### src/rtl/uart_tx_fifo_pkg.sv
// Shared UART definitions: parity mode codes, transmitter FSM state codes and helpers.
// Intended to be reused by the matching receiver.
package uart_tx_fifo_pkg;

    localparam logic [2:0] PAR_NONE  = 3'd0;
    localparam logic [2:0] PAR_ODD   = 3'd1;
    localparam logic [2:0] PAR_EVEN  = 3'd2;
    localparam logic [2:0] PAR_MARK  = 3'd3;
    localparam logic [2:0] PAR_SPACE = 3'd4;
    localparam logic [2:0] PAR_BAD   = 3'd7;

    localparam logic [2:0] ST_IDLE  = 3'd0;
    localparam logic [2:0] ST_START = 3'd1;
    localparam logic [2:0] ST_DATA  = 3'd2;
    localparam logic [2:0] ST_PAR   = 3'd3;
    localparam logic [2:0] ST_STOP  = 3'd4;

    // Maps a parity mode name to its code; unknown names give PAR_BAD.
    function automatic logic [2:0] parity_code(input string mode);
        if (mode == "NONE")  return PAR_NONE;
        if (mode == "ODD")   return PAR_ODD;
        if (mode == "EVEN")  return PAR_EVEN;
        if (mode == "MARK")  return PAR_MARK;
        if (mode == "SPACE") return PAR_SPACE;
        return PAR_BAD;
    endfunction

    // Parity bit for a payload zero-extended to 9 bits (extension does not change parity).
    function automatic logic parity_bit(input logic [2:0] mode, input logic [8:0] data);
        case (mode)
            PAR_ODD:  return ~^data;
            PAR_EVEN: return ^data;
            PAR_MARK: return 1'b1;
            default:  return 1'b0;
        endcase
    endfunction

endpackage

### src/rtl/uart_tx_fifo_sync_fifo.sv
// Single-clock FIFO with occupancy level; caller never writes when full without a pop,
// nor pops when empty.
module sync_fifo #(
    parameter int WIDTH = 8,
    parameter int DEPTH = 16
) (
    input  logic                   clk,
    input  logic                   rst_n,
    input  logic                   wr_en_i,
    input  logic [WIDTH-1:0]       wr_data_i,
    input  logic                   rd_en_i,
    output logic [WIDTH-1:0]       rd_data_c,
    output logic [$clog2(DEPTH):0] level_o,
    output logic                   full_o
);

    localparam int unsigned PTR_W = $clog2(DEPTH);

    logic [WIDTH-1:0] mem_q [DEPTH];
    logic [PTR_W-1:0] wr_ptr_q;
    logic [PTR_W-1:0] rd_ptr_q;
    logic [PTR_W:0]   level_q;
    logic [PTR_W:0]   level_d;
    logic             full_q;

    always_comb begin
        level_d = level_q;
        if (wr_en_i && !rd_en_i) begin
            level_d = level_q + 1'b1;
        end else if (!wr_en_i && rd_en_i) begin
            level_d = level_q - 1'b1;
        end
    end

    always_ff @(posedge clk) begin
        if (wr_en_i) begin
            mem_q[wr_ptr_q] <= wr_data_i;
        end
    end

    // Pointers wrap naturally; full/empty are derived from the level alone.
    always_ff @(posedge clk or negedge rst_n) begin
        if (!rst_n) begin
            wr_ptr_q <= '0;
            rd_ptr_q <= '0;
            level_q  <= '0;
            full_q   <= 1'b0;
        end else begin
            if (wr_en_i) wr_ptr_q <= wr_ptr_q + 1'b1;
            if (rd_en_i) rd_ptr_q <= rd_ptr_q + 1'b1;
            level_q <= level_d;
            full_q  <= (level_d == (PTR_W + 1)'(DEPTH));
        end
    end

    assign rd_data_c = mem_q[rd_ptr_q];
    assign level_o   = level_q;
    assign full_o    = full_q;

endmodule

### src/rtl/uart_tx_fifo.sv
// UART transmitter with an input FIFO, integer baud divider and configurable frame format.
// tx is registered from the current state, so every line transition lags the FSM by one clock.
module uart_tx_fifo
    import uart_tx_fifo_pkg::*;
#(
    parameter int    CLKS_PER_BIT = 5208,
    parameter int    DATA_BITS    = 8,
    parameter string PARITY       = "ODD",
    parameter int    STOP_BIT     = 1,
    parameter int    FIFO_DEPTH   = 16
) (
    input  logic                        clk,
    input  logic                        rst_n,
    input  logic [DATA_BITS-1:0]        tx_data,
    input  logic                        tx_rdy,
    output logic                        tx_ack,
    input  logic                        tx_en,
    output logic [$clog2(FIFO_DEPTH):0] fifo_level,
    output logic                        fifo_full,
    output logic                        busy,
    output logic                        tx
);

    localparam logic [2:0] PAR_MODE =
        (PARITY == "NONE")  ? PAR_NONE  :
        (PARITY == "ODD")   ? PAR_ODD   :
        (PARITY == "EVEN")  ? PAR_EVEN  :
        (PARITY == "MARK")  ? PAR_MARK  :
        (PARITY == "SPACE") ? PAR_SPACE : PAR_BAD;

    localparam int unsigned       BAUD_W    = $clog2(CLKS_PER_BIT);
    localparam int unsigned       BIT_W     = $clog2(DATA_BITS);
    localparam logic [BAUD_W-1:0] BAUD_MAX  = BAUD_W'(CLKS_PER_BIT - 1);
    localparam logic [BIT_W-1:0]  BIT_LAST  = BIT_W'(DATA_BITS - 1);
    localparam logic [BIT_W-1:0]  STOP_LAST = BIT_W'(STOP_BIT - 1);

    if (CLKS_PER_BIT < 2 || DATA_BITS < 5 || DATA_BITS > 9 || PAR_MODE == PAR_BAD ||
        (STOP_BIT != 1 && STOP_BIT != 2) || FIFO_DEPTH < 2 ||
        (FIFO_DEPTH & (FIFO_DEPTH - 1)) != 0) begin : g_bad_param
        $error("uart_tx_fifo: parameter out of legal range");
    end

    logic [2:0]           state_q, state_d;
    logic [BAUD_W-1:0]    baud_q, baud_d;
    logic [BIT_W-1:0]     bit_q, bit_d;
    logic [DATA_BITS-1:0] shift_q, shift_d;
    logic                 par_q, par_d;
    logic                 tx_q, tx_d;
    logic                 ack_q, busy_q, busy_d;
    logic                 pop_c, wr_c, start_c, tick_c, empty_c;
    logic [DATA_BITS-1:0] fifo_rd_data;

    sync_fifo #(
        .WIDTH (DATA_BITS),
        .DEPTH (FIFO_DEPTH)
    ) u_fifo (
        .clk       (clk),
        .rst_n     (rst_n),
        .wr_en_i   (wr_c),
        .wr_data_i (tx_data),
        .rd_en_i   (pop_c),
        .rd_data_c (fifo_rd_data),
        .level_o   (fifo_level),
        .full_o    (fifo_full)
    );

    // A full FIFO still accepts when a word leaves in the same cycle.
    assign wr_c    = tx_rdy && !ack_q && (!fifo_full || pop_c);
    assign empty_c = (fifo_level == '0);
    assign start_c = tx_en && !empty_c;
    assign tick_c  = (baud_q == '0);
    assign busy_d  = (state_q != ST_IDLE) || (state_d != ST_IDLE) || !empty_c || wr_c;

    always_comb begin
        state_d = state_q;
        baud_d  = baud_q;
        bit_d   = bit_q;
        shift_d = shift_q;
        par_d   = par_q;
        tx_d    = 1'b1;
        pop_c   = 1'b0;
        if (state_q != ST_IDLE) begin
            baud_d = tick_c ? BAUD_MAX : baud_q - 1'b1;
        end
        case (state_q)
            ST_IDLE: begin
                baud_d = BAUD_MAX;
                bit_d  = '0;
                if (start_c) begin
                    pop_c   = 1'b1;
                    state_d = ST_START;
                end
            end
            ST_START: begin
                tx_d = 1'b0;
                if (tick_c) begin
                    state_d = ST_DATA;
                    bit_d   = '0;
                end
            end
            ST_DATA: begin
                tx_d = shift_q[0];
                if (tick_c) begin
                    shift_d = shift_q >> 1;
                    if (bit_q == BIT_LAST) begin
                        bit_d   = '0;
                        state_d = (PAR_MODE == PAR_NONE) ? ST_STOP : ST_PAR;
                    end else begin
                        bit_d = bit_q + 1'b1;
                    end
                end
            end
            ST_PAR: begin
                tx_d = par_q;
                if (tick_c) begin
                    state_d = ST_STOP;
                    bit_d   = '0;
                end
            end
            ST_STOP: begin
                // bit_q counts stop bits here; back-to-back frames skip IDLE.
                if (tick_c) begin
                    if (bit_q == STOP_LAST) begin
                        bit_d = '0;
                        if (start_c) begin
                            pop_c   = 1'b1;
                            state_d = ST_START;
                        end else begin
                            state_d = ST_IDLE;
                        end
                    end else begin
                        bit_d = bit_q + 1'b1;
                    end
                end
            end
            default: state_d = ST_IDLE;
        endcase
        if (pop_c) begin
            shift_d = fifo_rd_data;
            par_d   = parity_bit(PAR_MODE, 9'(fifo_rd_data));
        end
    end

    always_ff @(posedge clk or negedge rst_n) begin
        if (!rst_n) begin
            state_q <= ST_IDLE;
            baud_q  <= BAUD_MAX;
            bit_q   <= '0;
            shift_q <= '0;
            par_q   <= 1'b0;
            tx_q    <= 1'b1;
            ack_q   <= 1'b0;
            busy_q  <= 1'b0;
        end else begin
            state_q <= state_d;
            baud_q  <= baud_d;
            bit_q   <= bit_d;
            shift_q <= shift_d;
            par_q   <= par_d;
            tx_q    <= tx_d;
            ack_q   <= wr_c;
            busy_q  <= busy_d;
        end
    end

    assign tx_ack = ack_q;
    assign busy   = busy_q;
    assign tx     = tx_q;

endmodule

### config.mk
export PLATFORM = sky130hd
export DESIGN_NAME = uart_tx_fifo
export DESIGN_NICKNAME = d
export VERILOG_FILES = /design/src/rtl/uart_tx_fifo_pkg.sv /design/src/rtl/uart_tx_fifo_sync_fifo.sv /design/src/rtl/uart_tx_fifo.sv
export SDC_FILE = /design/constraint.sdc
export NUM_CORES = 1
export LEC_CHECK = 0
export CAP_MARGIN = 20
export CORE_MARGIN = 4
export CORE_UTILIZATION = 55
export CTS_CLUSTER_DIAMETER = 150
export DETAILED_ROUTE_END_ITERATION = 8
export PLACE_DENSITY = 0.72
export SYNTH_ARGS = -nofsm -noshare
export SYNTH_HDL_FRONTEND = slang
export SYNTH_HIERARCHICAL = 1
export SYNTH_SLANG_ARGS = --single-unit
### constraint.sdc
create_clock -name clk -period 3.9 [get_ports clk]
set_clock_uncertainty 0.2 [all_clocks]
set_input_delay 0.78 -clock clk [delete_from_list [all_inputs] [get_ports clk]]
set_output_delay 0.78 -clock clk [all_outputs]
set_load 0.02 [all_outputs]
## Yosys cells after proc, flatten, opt, wreduce, memory -nomap -nowiden

Memory sizes are Yosys's and may differ from the RTL's.
Cells that the tools add are included.

| cells by class | value |
|---|---|
| add/subtract/negate cells | 6 |
| equal/unequal tests | 9 |
| muxes and demuxes | 30 |
| reductions and logical operators | 28 |

Operators with widths:

| operator | number |
|---|---|
| 13-bit 2-to-1 mux | 3 |
| 3-bit 2-to-1 mux | 12 |
| 8-bit 2-to-1 mux | 3 |
| 3-bit case mux with 5 select lines | 1 |
| 13-bit logical NOT | 1 |
| 13-bit by 1-bit subtractor with 13-bit output, second input constant | 1 |
| 3-bit case mux with 4 select lines | 1 |
| 5-bit 2-to-1 mux | 2 |
| 9-bit XNOR reduction | 1 |
| 4-bit by 1-bit adder with 4-bit output, second input constant | 2 |
| 3-bit by 2-bit equality test with 1-bit output, second input constant | 2 |
| 3-bit equality test, second input constant | 2 |
| 3-bit logical NOT | 2 |
| 1-bit 2-to-1 mux | 6 |
| 2-bit nonzero test | 3 |
| 3-bit nonzero test | 2 |
| 5-bit by 1-bit adder with 5-bit output, second input constant | 1 |
| 5-bit equality test, second input constant | 1 |
| 1-bit logical AND | 5 |
| 1-bit logical NOT | 5 |
| 5-bit logical NOT | 1 |
| 5-bit by 1-bit subtractor with 5-bit output, second input constant | 1 |
| 1-bit logical OR | 4 |
| 2-bit != test, second input constant | 2 |
| 9 further kinds | 9 |

| word-level totals | value |
|---|---|
| bits in registers | 45 |
| RAM bits | 128 |
| bits of input ports | 12 |
| output and inout bits | 9 |
| logic and storage cells | 86 |
| memories | 1 |

Memory list:

| name | depth | width | read ports | clocked after Yosys merged registers in | wr ports | line | source |
|---|---|---|---|---|---|---|---|
| u_fifo.mem_q | 16 | 8 | 1 | 0 | 1 | uart_tx_fifo_sync_fifo.sv:19 | `logic [WIDTH-1:0] mem_q [DEPTH];` |

## Logic depth before layout (Yosys ltp)

Gate-level depths: netlist of run 1.

| depth | value |
|---|---|
| word-level depth | 14 |
| depth in mapped cells | 12 |
| mapped depth without buffers | 10 |

## Hierarchy

The synthesis of run 1 kept the hierarchy.

By module, submodules not included:

| module | times used | cells each | area each (um^2) | seq. area each (um^2) |
|---|---|---|---|---|
| sync_fifo | 1 | 284 | 5699.2 | 4194.0 |
| uart_tx_fifo | 1 | 171 | 1715.4 | 785.8 |

## Worst setup path before layout of run 1

OpenSTA, ideal clock, no wires.

| path | value |
|---|---|
| kind | register to register |
| start point | register baud_q[0] |
| end point | memory u_fifo.mem_q[3][0] (enable) |
| library setup time | 0.383 ns |
| arrival | 2.710 ns |
| required time | 3.317 ns |
| path slack | 0.607 ns |
| stages on the path, launching flop included | 11 |
| path buffers | 2 |
| clock period less this slack | 3.293 ns |
| cell sequence | dfstp_2 inv_1 ha_1 nor4b_4 a41oi_1 or2_1 buf_2 a21oi_1 buf_2 nand2_1 nor3_1 |

| between the ends | value |
|---|---|
| longest elaborated chain between the ends | 7 |

Ends and longest elaborated chain:

| item | line | source |
|---|---|---|
| from (decl) | uart_tx_fifo.sv:44 | `logic [BAUD_W-1:0] baud_q, baud_d;` |
| from (signal assigned) | uart_tx_fifo.sv:156 | `baud_q <= baud_d;` |
| 13-bit logical NOT | uart_tx_fifo.sv:71 | `assign tick_c = (baud_q == '0);` |
| 1-bit 2-to-1 mux | uart_tx_fifo.sv:122 | `if (tick_c) begin` |
| 1-bit case mux with 2 select lines | uart_tx_fifo.sv:85 | `case (state_q)` |
| 1-bit logical OR | uart_tx_fifo.sv:68 | `assign wr_c = tx_rdy && !ack_q && (!fifo_full \|\| pop_c);` |
| 1-bit logical AND | uart_tx_fifo.sv:68 |  |
| named net wr_c | uart_tx_fifo.sv:50 | `logic pop_c, wr_c, start_c, tick_c, empty_c;` |
| 1-bit 2-to-1 mux | uart_tx_fifo_sync_fifo.sv:36 | `if (wr_en_i) begin` |
| 1-bit 2-to-1 mux (implied by the code) | uart_tx_fifo_sync_fifo.sv:37 | `mem_q[wr_ptr_q] <= wr_data_i;` |
| to (decl) | uart_tx_fifo_sync_fifo.sv:19 |  |

The timed path passes the listed nets, and every way through them passes these cells.

## Worst setup path in the final report of run 1

| path | value |
|---|---|
| start point | register baud_q[0] |
| end point | register u_fifo.full_q (netlist: u_fifo/full_o) |

| between the ends | value |
|---|---|
| longest elaborated chain between the ends | 10 |
| elaborated cells on any way between the ends | 12 |
| those cells by class | 1 x eq/ne; 4 x mux; 7 x reduce/logical |

Ends and longest elaborated chain:

| item | line | source |
|---|---|---|
| 13-bit logical NOT (*) | uart_tx_fifo.sv:71 |  |
| 1-bit 2-to-1 mux (*) | uart_tx_fifo.sv:122 |  |
| 1-bit case mux with 2 select lines (*) | uart_tx_fifo.sv:85 |  |
| 1-bit logical OR (*) | uart_tx_fifo.sv:68 |  |
| 1-bit logical AND (*) | uart_tx_fifo.sv:68 |  |
| named net wr_c | uart_tx_fifo.sv:50 |  |
| 1-bit logical NOT | uart_tx_fifo_sync_fifo.sv:30 | `end else if (!wr_en_i && rd_en_i) begin` |
| 1-bit logical AND | uart_tx_fifo_sync_fifo.sv:30 |  |
| 5-bit 2-to-1 mux | uart_tx_fifo_sync_fifo.sv:30 |  |
| 5-bit 2-to-1 mux (*) | uart_tx_fifo_sync_fifo.sv:28 | `if (wr_en_i && !rd_en_i) begin` |
| named net u_fifo.level_d[2] | uart_tx_fifo_sync_fifo.sv:23 | `logic [PTR_W:0] level_d;` |
| 5-bit equality test (*) | uart_tx_fifo_sync_fifo.sv:52 | `full_q <= (level_d == (PTR_W + 1)'(DEPTH));` |
| to (signal assigned) | uart_tx_fifo_sync_fifo.sv:52 |  |
| to (decl) | uart_tx_fifo_sync_fifo.sv:24 | `logic full_q;` |

Mark *: on every way through the listed nets, which the timed path passes. The rest lies on a longest branch.
A chain may end at the register's enable or synchronous reset.

==> summary.txt, run 1 <==
Synthesis
  • Register area share after synthesis: 0.672
  • Distinct cells, synth: 61
  • Top_reg_cell synth: edfxtp_1
  • Post-synth EDFFs: 128
  • Average size of a mapped cell: 16.3 µm²
  • YS warnings: 6
  • Cells after Synth: 455
  • Cell Area, Synth: 7410 µm²
  • Post-Syn Nets: 478
  • #FFs+latches synth: 173
  • FFs w/ async S/R, synth: 0.260

Die
  • Initial Util: 0.560
  • Die Footprint: 15,400 µm²
  • Die X-Extent: 124 µm
  • Die height: 124 µm
  • Core ar.: 13,200 µm²
  • I/O Pins: 21
  • Num rows: 42

Global route
  • Total congestion overflow: 0
  • Global-route wire length before repair: 22,500 µm
  • Largest net degree at the start of global routing: 42
  • GRT Overall Usage: 0.201
  • Initial antenna violation count: 0
  • Vias in the first global route: 4,119

CTS
  • H-tree depth: 4
  • Sink Count: 173
  • CTS Buf Count: 17
  • Cts repair resizes: 0
  • Post-CTS Hold Buffers: 0
  • Clock latency on the worst-skew pair: 0.43 ns
  • Clk slew on worst S/H paths: 0.07 ns
  • CTS tree: done
  • Post-CTS Setup Inserts: 0
  • Longest Clk Path Bufs: 2
  • Root Buffer: clkbuf_16

Detailed routing
  • First-pass detailed-route iteration total: 5
  • Routed wire length: 14,100 µm
  • Drt drc: 0
  • Post-route ant nets: 0
  • Iteration-0 DRC Markers: 474
  • WL/cell: 20.4 µm
  • Vias per std cell: 5.89
  • Vias: 4,058

Min path
  • Worst hold path type: reg -> reg

Cells and area
  • NumNets Final: 523
  • Reg area: 4980 µm²
  • Total inserted antenna cells: 0
  • Design Area, Final: 8490 µm²
  • Final Non-Filler Cells: 689
  • Fillers: 940
  • Area growth, synth to finish: 14.5%
  • Fin util: 0.641
  • Layout cells sized above 1: 0.193
  • Area of the multi-input gates: 2230 µm²

Place
  • Area after DPL: 7890 µm²
  • Port bufs: 20
  • Hpwl dp: 9540 µm
  • Gpl congestion: 0.877
  • Placed cell count: 657

Status
  • Status: finished clean

Timing
  • Final hold violations: 0
  • Setup TNS: 0 ns
  • Slew @ Worst Pin: 0.907 ns
  • Slew HR: 0.395
  • Min Hold Slack: 0.274 ns
  • Tmin final: 3.48 ns
  • Final setup violation count: 0
  • Tcrit/Tclk final: 0.891
  • Slew Viols, Final: 0
  • F_max: 288 MHz
  • Unrepaired setup endpoints after global routing: false

Worst setup path
  • Critical path data arrival time: 3.60 ns
  • Max Fanout on Critical Path: 13
  • CP Launch Type: register
  • Element type at the critical path end: register
  • Crit Path Class: reg -> reg
  • Worst endpoint required time: 4.03 ns

Power
  • LEAKAGE: 0.00308 µW
  • Maximum vdd drop: 0.000432 V
  • PD cells: 705 nW/µm²

Flow run
  • Max-Cap Viols: 0
-- cell usage in the layout (no fill, tap or decap), types with 16 or more instances in the layout --
cell type        instances
edfxtp_1               128
dfrtp_1                 36
nand2_1                 29
buf_4                   28
nor2_1                  26
mux4_2                  20
xnor2_1                 19
clkdlybuf4s50_1         19
clkbuf_16               17
a22oi_1                 17
inv_1                   16
-- final cells by class --
type                       instances  share of cell area
clock inverter                    13              0.0196
inverter                          16             0.00707
multi-input combinational        244               0.262
clock buffer                      19              0.0510
tap                              176              0.0259
sequential                       173               0.587
timing repair buffer              48              0.0477
-- registers in the layout, summed over array words and instances, names as in the netlist --
| name | cells |
|---|---|
| par_q | 1 |
| bit_q | 3 |
| u_fifo/full_o | 1 |
| u_fifo/rd_ptr_q | 4 |
| baud_q | 13 |
| u_fifo/wr_ptr_q | 4 |
| state_q | 3 |
| busy | 1 |
| shift_q | 8 |
| u_fifo/mem_q | 128 |
| tx_ack | 1 |
| u_fifo/level_o | 5 |
| tx | 1 |
-- routing by layer --
layer / up-vias / share of wire / track usage
met1: 2065 / 0.44 / 0.278
li1: 1854 / - / -
met2: 120 / 0.50 / 0.324
met4: 0 / 0.013 / 0.0671
met3: 19 / 0.049 / 0.0395
met5: - / 0 / 0
-- kinds of logic (layout without fill, tap and decap cells) --
family / count (synthesis) / in the layout / synth area share
flops: 173 / 173 / 0.672
fa+ha+maj: 12 / 12 / 0.0201
buf+inv: 38 / 96 / 0.0282
simple gates: 104 / 104 / 0.0769
compound gates: 61 / 61 / 0.0565
xor+xnor: 26 / 26 / 0.0307
mux: 41 / 41 / 0.116
-- report_power, final --
| group | internal, µW | switching [µW] | total [µW] |
|---|---|---|---|
| combinational | 847 | 920 | 1770 |
| sequential | 2270 | 262 | 2530 |
| clock | 1010 | 684 | 1690 |
-- cells in the mapped netlist, types with 7 or more instances --
library cell,number,share of area
edfxtp_1,128,0.52
nand2_1,29,0.015
mux4_2,20,0.061
a21oi_1,13,0.0088
dfstp_2,8,0.028
inv_1,16,0.0081
nor2_1,26,0.013
dfrtp_1,37,0.12
ha_1,11,0.019
clkbuf_1,8,0.0041
nor3_1,12,0.0081
xor2_1,7,0.0083
xnor2_1,19,0.022
a22oi_1,17,0.017
mux4_1,12,0.043
-- final timing paths --
kind / endpoint / from / cells after the start / slack (ns)
worst max-delay path: u_fifo/full_o$_DFF_PN0_ / baud_q[0]$_DFF_PN1_ / 11 / 0.43
max in group asynchronous: u_fifo/rd_ptr_q[0]$_DFFE_PN0P_ / rst_n / 1 / 2.58
min in group asynchronous: u_fifo/level_o[4]$_DFF_PN0_ / rst_n / 1 / 0.28
worst min-delay path: baud_q[0]$_DFF_PN1_ / baud_q[0]$_DFF_PN1_ / 1 / 0.27
worst min register to register: baud_q[0]$_DFF_PN1_ / baud_q[0]$_DFF_PN1_ / 1 / 0.27
worst max register to register: u_fifo/full_o$_DFF_PN0_ / baud_q[0]$_DFF_PN1_ / 11 / 0.43
-- through the flow --
| step | setup slack (ns) | total power [µW] |
|---|---|---|
| floorplan | 0.607 | 3870 |
| global placement | 0.559 | 4280 |
| detailed placement | 0.431 | 4320 |
| CTS | 0.433 | 6030 |
| global route | 0.215 | 6290 |
| finish | 0.425 | 5990 |
-- critical path, cell delays in order, from the launching register on --
cell and delay (ns):
dfstp_2 0.39, inv_1 0.06, ha_1 0.20, nor4b_4 0.42, a41oi_1 0.22, or2_1 0.44
a21oi_1 0.21, buf_4 0.20, nor2b_1 0.38, a22oi_1 0.17, xnor2_1 0.18, nor4b_2 0.29
No activity file was read; power rests on OpenSTA's default activity.
==> run 2: changes to the inputs <==
CAP_MARGIN = not set   (was 20)
CORE_MARGIN = not set   (was 4)
==> run 2 against run 1 <==
Sequential power fell by 2%. Setup slack gained 0.062 ns. Critical path depth unchanged. Fmax grew 1.8%. First-iteration DRC count is 16% lower. Final area is 0.35% lower. Register-to-register slack improved by 0.06 ns. Total power grew 0.34%. Largest cell class unchanged. Largest power group unchanged.
==> summary.txt, run 2 (synthesized netlist as in run 1, its figures left out) <==
Place
  • Hpwl dp: 8850 µm (was 9540 µm)
  • Gpl congestion: 0.811 (was 0.877)
  • Port bufs: 20 (unchanged)

Global route
  • Initial antenna violation count: 0 (unchanged)
  • GRT Overall Usage: 0.218 (was 0.201)
  • Largest net degree at the start of global routing: 46 (was 42)
  • Vias in the first global route: 4,102 (was 4,119)
  • Global-route wire length before repair: 22,300 µm (was 22,500 µm)
  • Total congestion overflow: 0 (unchanged)

Timing
  • Setup TNS: 0 ns (unchanged)
  • Slew Viols, Final: 0 (unchanged)
  • Tcrit/Tclk final: 0.875 (was 0.891)
  • Slew @ Worst Pin: 0.970 ns (was 0.907 ns)
  • Unrepaired setup endpoints after global routing: false (unchanged)
  • Final setup violation count: 0 (unchanged)
  • Tmin final: 3.41 ns (was 3.48 ns)
  • Slew HR: 0.353 (was 0.395)
  • F_max: 293 MHz (was 288 MHz)
  • Final hold violations: 0 (unchanged)

Cells and area
  • Max reg flops: 128 (unchanged)
  • NumNets Final: 519 (was 523)
  • Layout cells sized above 1: 0.191 (was 0.193)
  • Fillers: 945 (was 940)
  • Most frequent cells in the layout: edfxtp_1, dfrtp_1, nand2_1 (unchanged)
  • Area growth, synth to finish: 14.1% (was 14.5%)
  • Fin util: 0.642 (was 0.641)
  • Commonest non-fill, non-tap cell in the layout: edfxtp_1 (unchanged)
  • Regs by FF count: u_fifo/mem_q: 128 flops, baud_q: 13 flops, shift_q: 8 flops (unchanged)
  • Top reg by flops: u_fifo/mem_q (unchanged)
  • Total inserted antenna cells: 0 (unchanged)

Detailed routing
  • Vias per std cell: 5.88 (was 5.89)
  • Drt drc: 0 (unchanged)
  • First-pass detailed-route iteration total: 5 (unchanged)
  • Post-route ant nets: 0 (unchanged)
  • Iteration-0 DRC Markers: 400 (was 474)
  • WL/cell: 20.3 µm (was 20.4 µm)
  • Vias: 4,025 (was 4,058)
  • Routed wire length: 13,900 µm (was 14,100 µm)

CTS
  • Clk slew on worst S/H paths: 0.07 ns (about the same)
  • Root Buffer: clkbuf_16 (unchanged)
  • Cts repair resizes: 0 (unchanged)
  • CTS tree: done (unchanged)
  • Longest Clk Path Bufs: 2 (unchanged)
  • Clock latency on the worst-skew pair: 0.43 ns (about the same)
  • H-tree depth: 4 (unchanged)
  • Sink Count: 173 (unchanged)
  • Post-CTS Hold Buffers: 0 (unchanged)
  • Post-CTS Setup Inserts: 0 (unchanged)
  • CTS Buf Count: 17 (unchanged)

Die
  • Die X-Extent: 118 µm (was 124 µm)
  • Core ar.: 13,200 µm² (about the same)
  • I/O Pins: 21 (unchanged)
  • Num rows: 42 (unchanged)
  • Initial Util: 0.562 (was 0.560)
  • Die height: 118 µm (was 124 µm)
  • Die Footprint: 14,000 µm² (was 15,400 µm²)

Min path
  • Worst hold path type: reg -> reg (unchanged)

Worst setup path
  • Element type at the critical path end: register (unchanged)
  • CP Launch Type: register (unchanged)
  • Crit Path Class: reg -> reg (unchanged)
  • Max Fanout on Critical Path: 13 (unchanged)
  • Worst endpoint required time: 4.03 ns (about the same)
  • Critical path data arrival time: 3.55 ns (was 3.60 ns)

Status
  • Status: finished clean (unchanged)

Power
  • LEAKAGE: 0.00306 µW (was 0.00308 µW)
  • Maximum vdd drop: 0.000600 V (was 0.000432 V)
  • PD cells: 710 nW/µm² (was 705 nW/µm²)

Flow run
  • Max-Cap Viols: 0 (unchanged)
==> run 2: cell count changes in the layout (fill, tap and decap cells not counted), sizes merged <==
| cell | change |
|---|---|
| inv | +7 |
| buf | -4 |
| clkinv | -3 |
| clkbuf | -2 |
| bufinv | -1 |
| clkinvlp | -1 |
==> run 2: power by group <==
group,internal (µW),leakage (µW),switching [µW]
Sequential,2260,0.00169,227
Clock,967,0.000294,733
Combinational,847,0.00108,970
Total,4080,0.00306,1930
==> run 2: through the flow <==
step | setup slack, ns | instance area, µm² | instances | total power, µW | hold slack [ns]
detailed placement | 0.470 | 7860 | 653 | 4340 | 0.256
finish | 0.487 | 8460 | 685 | 6010 | 0.296
global route | 0.242 | 8460 | 685 | 6300 | 0.312
CTS | 0.465 | 8460 | 685 | 6050 | 0.298
floorplan | 0.607 | 7410 | 455 | 3870 | 0.241
global placement | 0.614 | 7860 | 653 | 4260 | 0.251
==> run 2: layout make-up <==
class,instances,area (µm²),area share
Clock buffer,17,425,0.0503
Clock inverter,15,174,0.0206
Inverter,16,60.1,0.00710
Multi-Input combinational cell,244,2230,0.263
Sequential cell,173,4980,0.589
Tap cell,176,220,0.0260
Timing Repair Buffer,44,375,0.0444
==> run 2: critical path: stages, from the launching register on <==
cell	delay [ns]
dfstp_2	0.39
inv_1	0.06
ha_1	0.20
nor4b_4	0.42
a41oi_1	0.22
or2_1	0.42
a21oi_1	0.21
buf_4	0.21
nor2b_1	0.37
a22oi_1	0.18
xnor2_1	0.19
nor4b_2	0.27
==> run 2: final timing paths <==
| kind | cells after the start | end | from | slack [ns] |
|---|---|---|---|---|
| max | 11 | u_fifo/full_o$_DFF_PN0_ | baud_q[0]$_DFF_PN1_ | 0.49 |
| max reg2reg | 11 | u_fifo/full_o$_DFF_PN0_ | baud_q[0]$_DFF_PN1_ | 0.49 |
| max in group asynchronous | 1 | u_fifo/rd_ptr_q[0]$_DFFE_PN0P_ | rst_n | 2.53 |
| min | 1 | baud_q[0]$_DFF_PN1_ | baud_q[0]$_DFF_PN1_ | 0.30 |
| min in group asynchronous | 1 | u_fifo/level_o[0]$_DFF_PN0_ | rst_n | 0.31 |
| min reg2reg | 1 | baud_q[0]$_DFF_PN1_ | baud_q[0]$_DFF_PN1_ | 0.30 |
==> run 2: routing by layer <==
metal	GRT usage	share of wire	vias to the layer above
met5	0	0	-
met4	0.0849	0.020	0
met3	0.0484	0.035	20
met2	0.357	0.50	72
met1	0.287	0.44	2085
li1	-	-	1848
==> run 3: changes to the inputs <==
CTS_BUF_LIST = sky130_fd_sc_hd__clkbuf_4 sky130_fd_sc_hd__clkbuf_8   (was not set)
CTS_CLUSTER_SIZE = 8   (was not set)
clock period = 4.1 ns   (was 3.9 ns; I/O delays follow)
==> run 3 against run 2 <==
Register-to-register slack improved by 0.18 ns. Setup slack improved by 0.18 ns. Hold slack worse by 0.019 ns. Critical endpoint unchanged. Largest cell class unchanged.
==> summary.txt, run 3 (synthesized netlist as in run 1, its figures left out) <==
Status
  • Status: finished clean (unchanged)

Power
  • Switch share: 0.312 (was 0.321)
  • LEAKAGE: 0.00300 µW (was 0.00306 µW)
  • Reg power frac: 0.439 (was 0.415)
  • Clock Power Share: 0.242 (was 0.283)
  • PD cells: 645 nW/µm² (was 710 nW/µm²)
  • P_int: 3690 µW (was 4080 µW)
  • Maximum vdd drop: 0.000276 V (was 0.000600 V)
  • Psw: 1670 µW (was 1930 µW)
  • Combinational share of power: 0.318 (was 0.302)

Detailed routing
  • Drt drc: 0 (unchanged)
  • Post-route ant nets: 0 (unchanged)
  • Routed wire length: 13,400 µm (was 13,900 µm)
  • WL/cell: 19.5 µm (was 20.3 µm)
  • Iteration-0 DRC Markers: 408 (was 400)
  • Vias: 3,991 (was 4,025)
  • First-pass detailed-route iteration total: 4 (was 5)
  • Vias per std cell: 5.83 (was 5.88)

CTS
  • Root Buffer: clkbuf_8 (was clkbuf_16)
  • Cts repair resizes: 0 (unchanged)
  • Clk slew on worst S/H paths: 0.08 ns (was 0.07 ns)
  • Clock latency on the worst-skew pair: 0.45 ns (was 0.43 ns)
  • H-tree depth: 4 (unchanged)
  • CTS tree: done (unchanged)
  • Sink Count: 173 (unchanged)
  • Post-CTS Hold Buffers: 0 (unchanged)
  • Post-CTS Setup Inserts: 0 (unchanged)
  • Longest Clk Path Bufs: 2 (unchanged)
  • CTS Buf Count: 17 (unchanged)

Cells and area
  • Most frequent cells in the layout: edfxtp_1, dfrtp_1, nand2_1 (unchanged)
  • Design Area, Final: 8320 µm² (was 8460 µm²)
  • Top reg by flops: u_fifo/mem_q (unchanged)
  • Commonest non-fill, non-tap cell in the layout: edfxtp_1 (unchanged)
  • Regs by FF count: u_fifo/mem_q: 128 flops, baud_q: 13 flops, shift_q: 8 flops (unchanged)
  • Total inserted antenna cells: 0 (unchanged)
  • Area growth, synth to finish: 12.2% (was 14.1%)
  • Fin util: 0.631 (was 0.642)
  • Layout cells sized above 1: 0.189 (was 0.191)
  • Max reg flops: 128 (unchanged)
  • NumNets Final: 519 (unchanged)

Worst setup path
  • Critical path data arrival time: 3.60 ns (was 3.55 ns)
  • Worst endpoint required time: 4.27 ns (was 4.03 ns)
  • Reg2reg start: baud_q[0]$_DFF_PN1_ (unchanged)
  • Max Fanout on Critical Path: 11 (was 13)
  • CP Launch Type: register (unchanged)
  • Worst setup startpoint: baud_q[0]$_DFF_PN1_ (unchanged)
  • Element type at the critical path end: register (unchanged)
  • Crit Path Class: reg -> reg (unchanged)

Die
  • Die X-Extent: 118 µm (unchanged)
  • Die height: 118 µm (unchanged)
  • I/O Pins: 21 (unchanged)
  • Core ar.: 13,200 µm² (unchanged)
  • Die Footprint: 14,000 µm² (unchanged)
  • Initial Util: 0.562 (unchanged)
  • Num rows: 42 (unchanged)

Global route
  • Initial antenna violation count: 0 (unchanged)
  • GRT Overall Usage: 0.209 (was 0.218)
  • Largest net degree at the start of global routing: 46 (unchanged)
  • Total congestion overflow: 0 (unchanged)
  • Vias in the first global route: 3,989 (was 4,102)
  • Global-route wire length before repair: 21,300 µm (was 22,300 µm)

Timing
  • Slew @ Worst Pin: 1.01 ns (was 0.970 ns)
  • Final setup violation count: 0 (unchanged)
  • Min Hold Slack: 0.277 ns (was 0.296 ns)
  • Tcrit/Tclk final: 0.836 (was 0.875)
  • F_max: 292 MHz (was 293 MHz)
  • Setup TNS: 0 ns (unchanged)
  • Final hold violations: 0 (unchanged)
  • Unrepaired setup endpoints after global routing: false (unchanged)
  • Setup ws final: 0.671 ns (was 0.487 ns)
  • Tmin final: 3.43 ns (was 3.41 ns)
  • Slew HR: 0.328 (was 0.353)
  • Slew Viols, Final: 0 (unchanged)

Flow run
  • Max-Cap Viols: 0 (unchanged)

Place
  • Gpl congestion: 0.790 (was 0.811)
  • Hpwl dp: 8540 µm (was 8850 µm)
  • Port bufs: 20 (unchanged)
  • Setup Slack @ Placement: 0.632 ns (was 0.470 ns)
  • Area after DPL: 7880 µm² (was 7860 µm²)

Min path
  • Worst hold path type: reg -> reg (unchanged)
  • Hold_sp: baud_q[0]$_DFF_PN1_ (unchanged)
[run 3: cell types whose count changed in the layout (fill, tap and decap cells not counted)]
cell,before,now
bufinv_16,2,5
clkbuf_8,0,17
clkinv_4,1,0
clkbuf_16,17,0
inv_8,4,0
buf_4,24,23
clkinvlp_2,0,1
clkinv_2,1,3
clkbuf_4,0,2
buf_12,0,1
clkinv_1,1,2
inv_6,5,1
[run 3: power by group through the flow]
stage | clock network [µW] | logic [µW] | registers (µW)
after floorplan | 0 | 1320 | 2360
after global placement | 0 | 1690 | 2380
after detailed placement | 0 | 1710 | 2390
after CTS | 1330 | 1720 | 2360
after global routing | 1400 | 1860 | 2390
final | 1300 | 1710 | 2360
[run 3: final cells by class]
cell class                      count  area (µm²)
Tap cell                          176         220
Clock inverter                     13         194
Timing Repair Buffer               44         388
Clock buffer                       19         249
Sequential cell                   173        4980
Fill cell                         956        4870
Inverter                           16        60.1
Multi-Input combinational cell    244        2230
[run 3: through the flow]
| step | total power, µW | cells |
|---|---|---|
| after floorplan | 3680 | 455 |
| after global placement | 4060 | 653 |
| after detailed placement | 4110 | 653 |
| after CTS | 5410 | 685 |
| after global routing | 5650 | 685 |
| final | 5360 | 685 |
[run 3: routing by layer]
layer / part of all wire / vias up / wire (µm) / global-route usage
met4: 0.018 / 0 / 246 / 0.0881
met2: 0.50 / 99 / 6670 / 0.328
met3: 0.054 / 22 / 728 / 0.0455
li1: - / 1842 / - / -
met5: 0 / - / 0 / 0
met1: 0.43 / 2028 / 5710 / 0.285
[run 3: path summary, 6_finish.rpt]
path,to,slack [ns],depth (start not counted)
max in group asynchronous,u_fifo/rd_ptr_q[0]$_DFFE_PN0P_,2.68,1
max reg2reg,u_fifo/full_o$_DFF_PN0_,0.67,12
min,baud_q[0]$_DFF_PN1_,0.28,1
min reg2reg,baud_q[0]$_DFF_PN1_,0.28,1
max,u_fifo/full_o$_DFF_PN0_,0.67,12
min in group asynchronous,u_fifo/rd_ptr_q[3]$_DFFE_PN0P_,0.34,1
[run 3: worst max-delay path: stages, from the launching register on]
cell	delay [ns]
dfstp_2	0.39
inv_1	0.06
ha_1	0.18
nor4b_4	0.20
buf_4	0.19
a41oi_1	0.12
buf_4	0.20
or2_1	0.37
a21oi_1	0.41
nor2b_1	0.40
a22oi_1	0.17
xnor2_1	0.18
nor4b_2	0.27
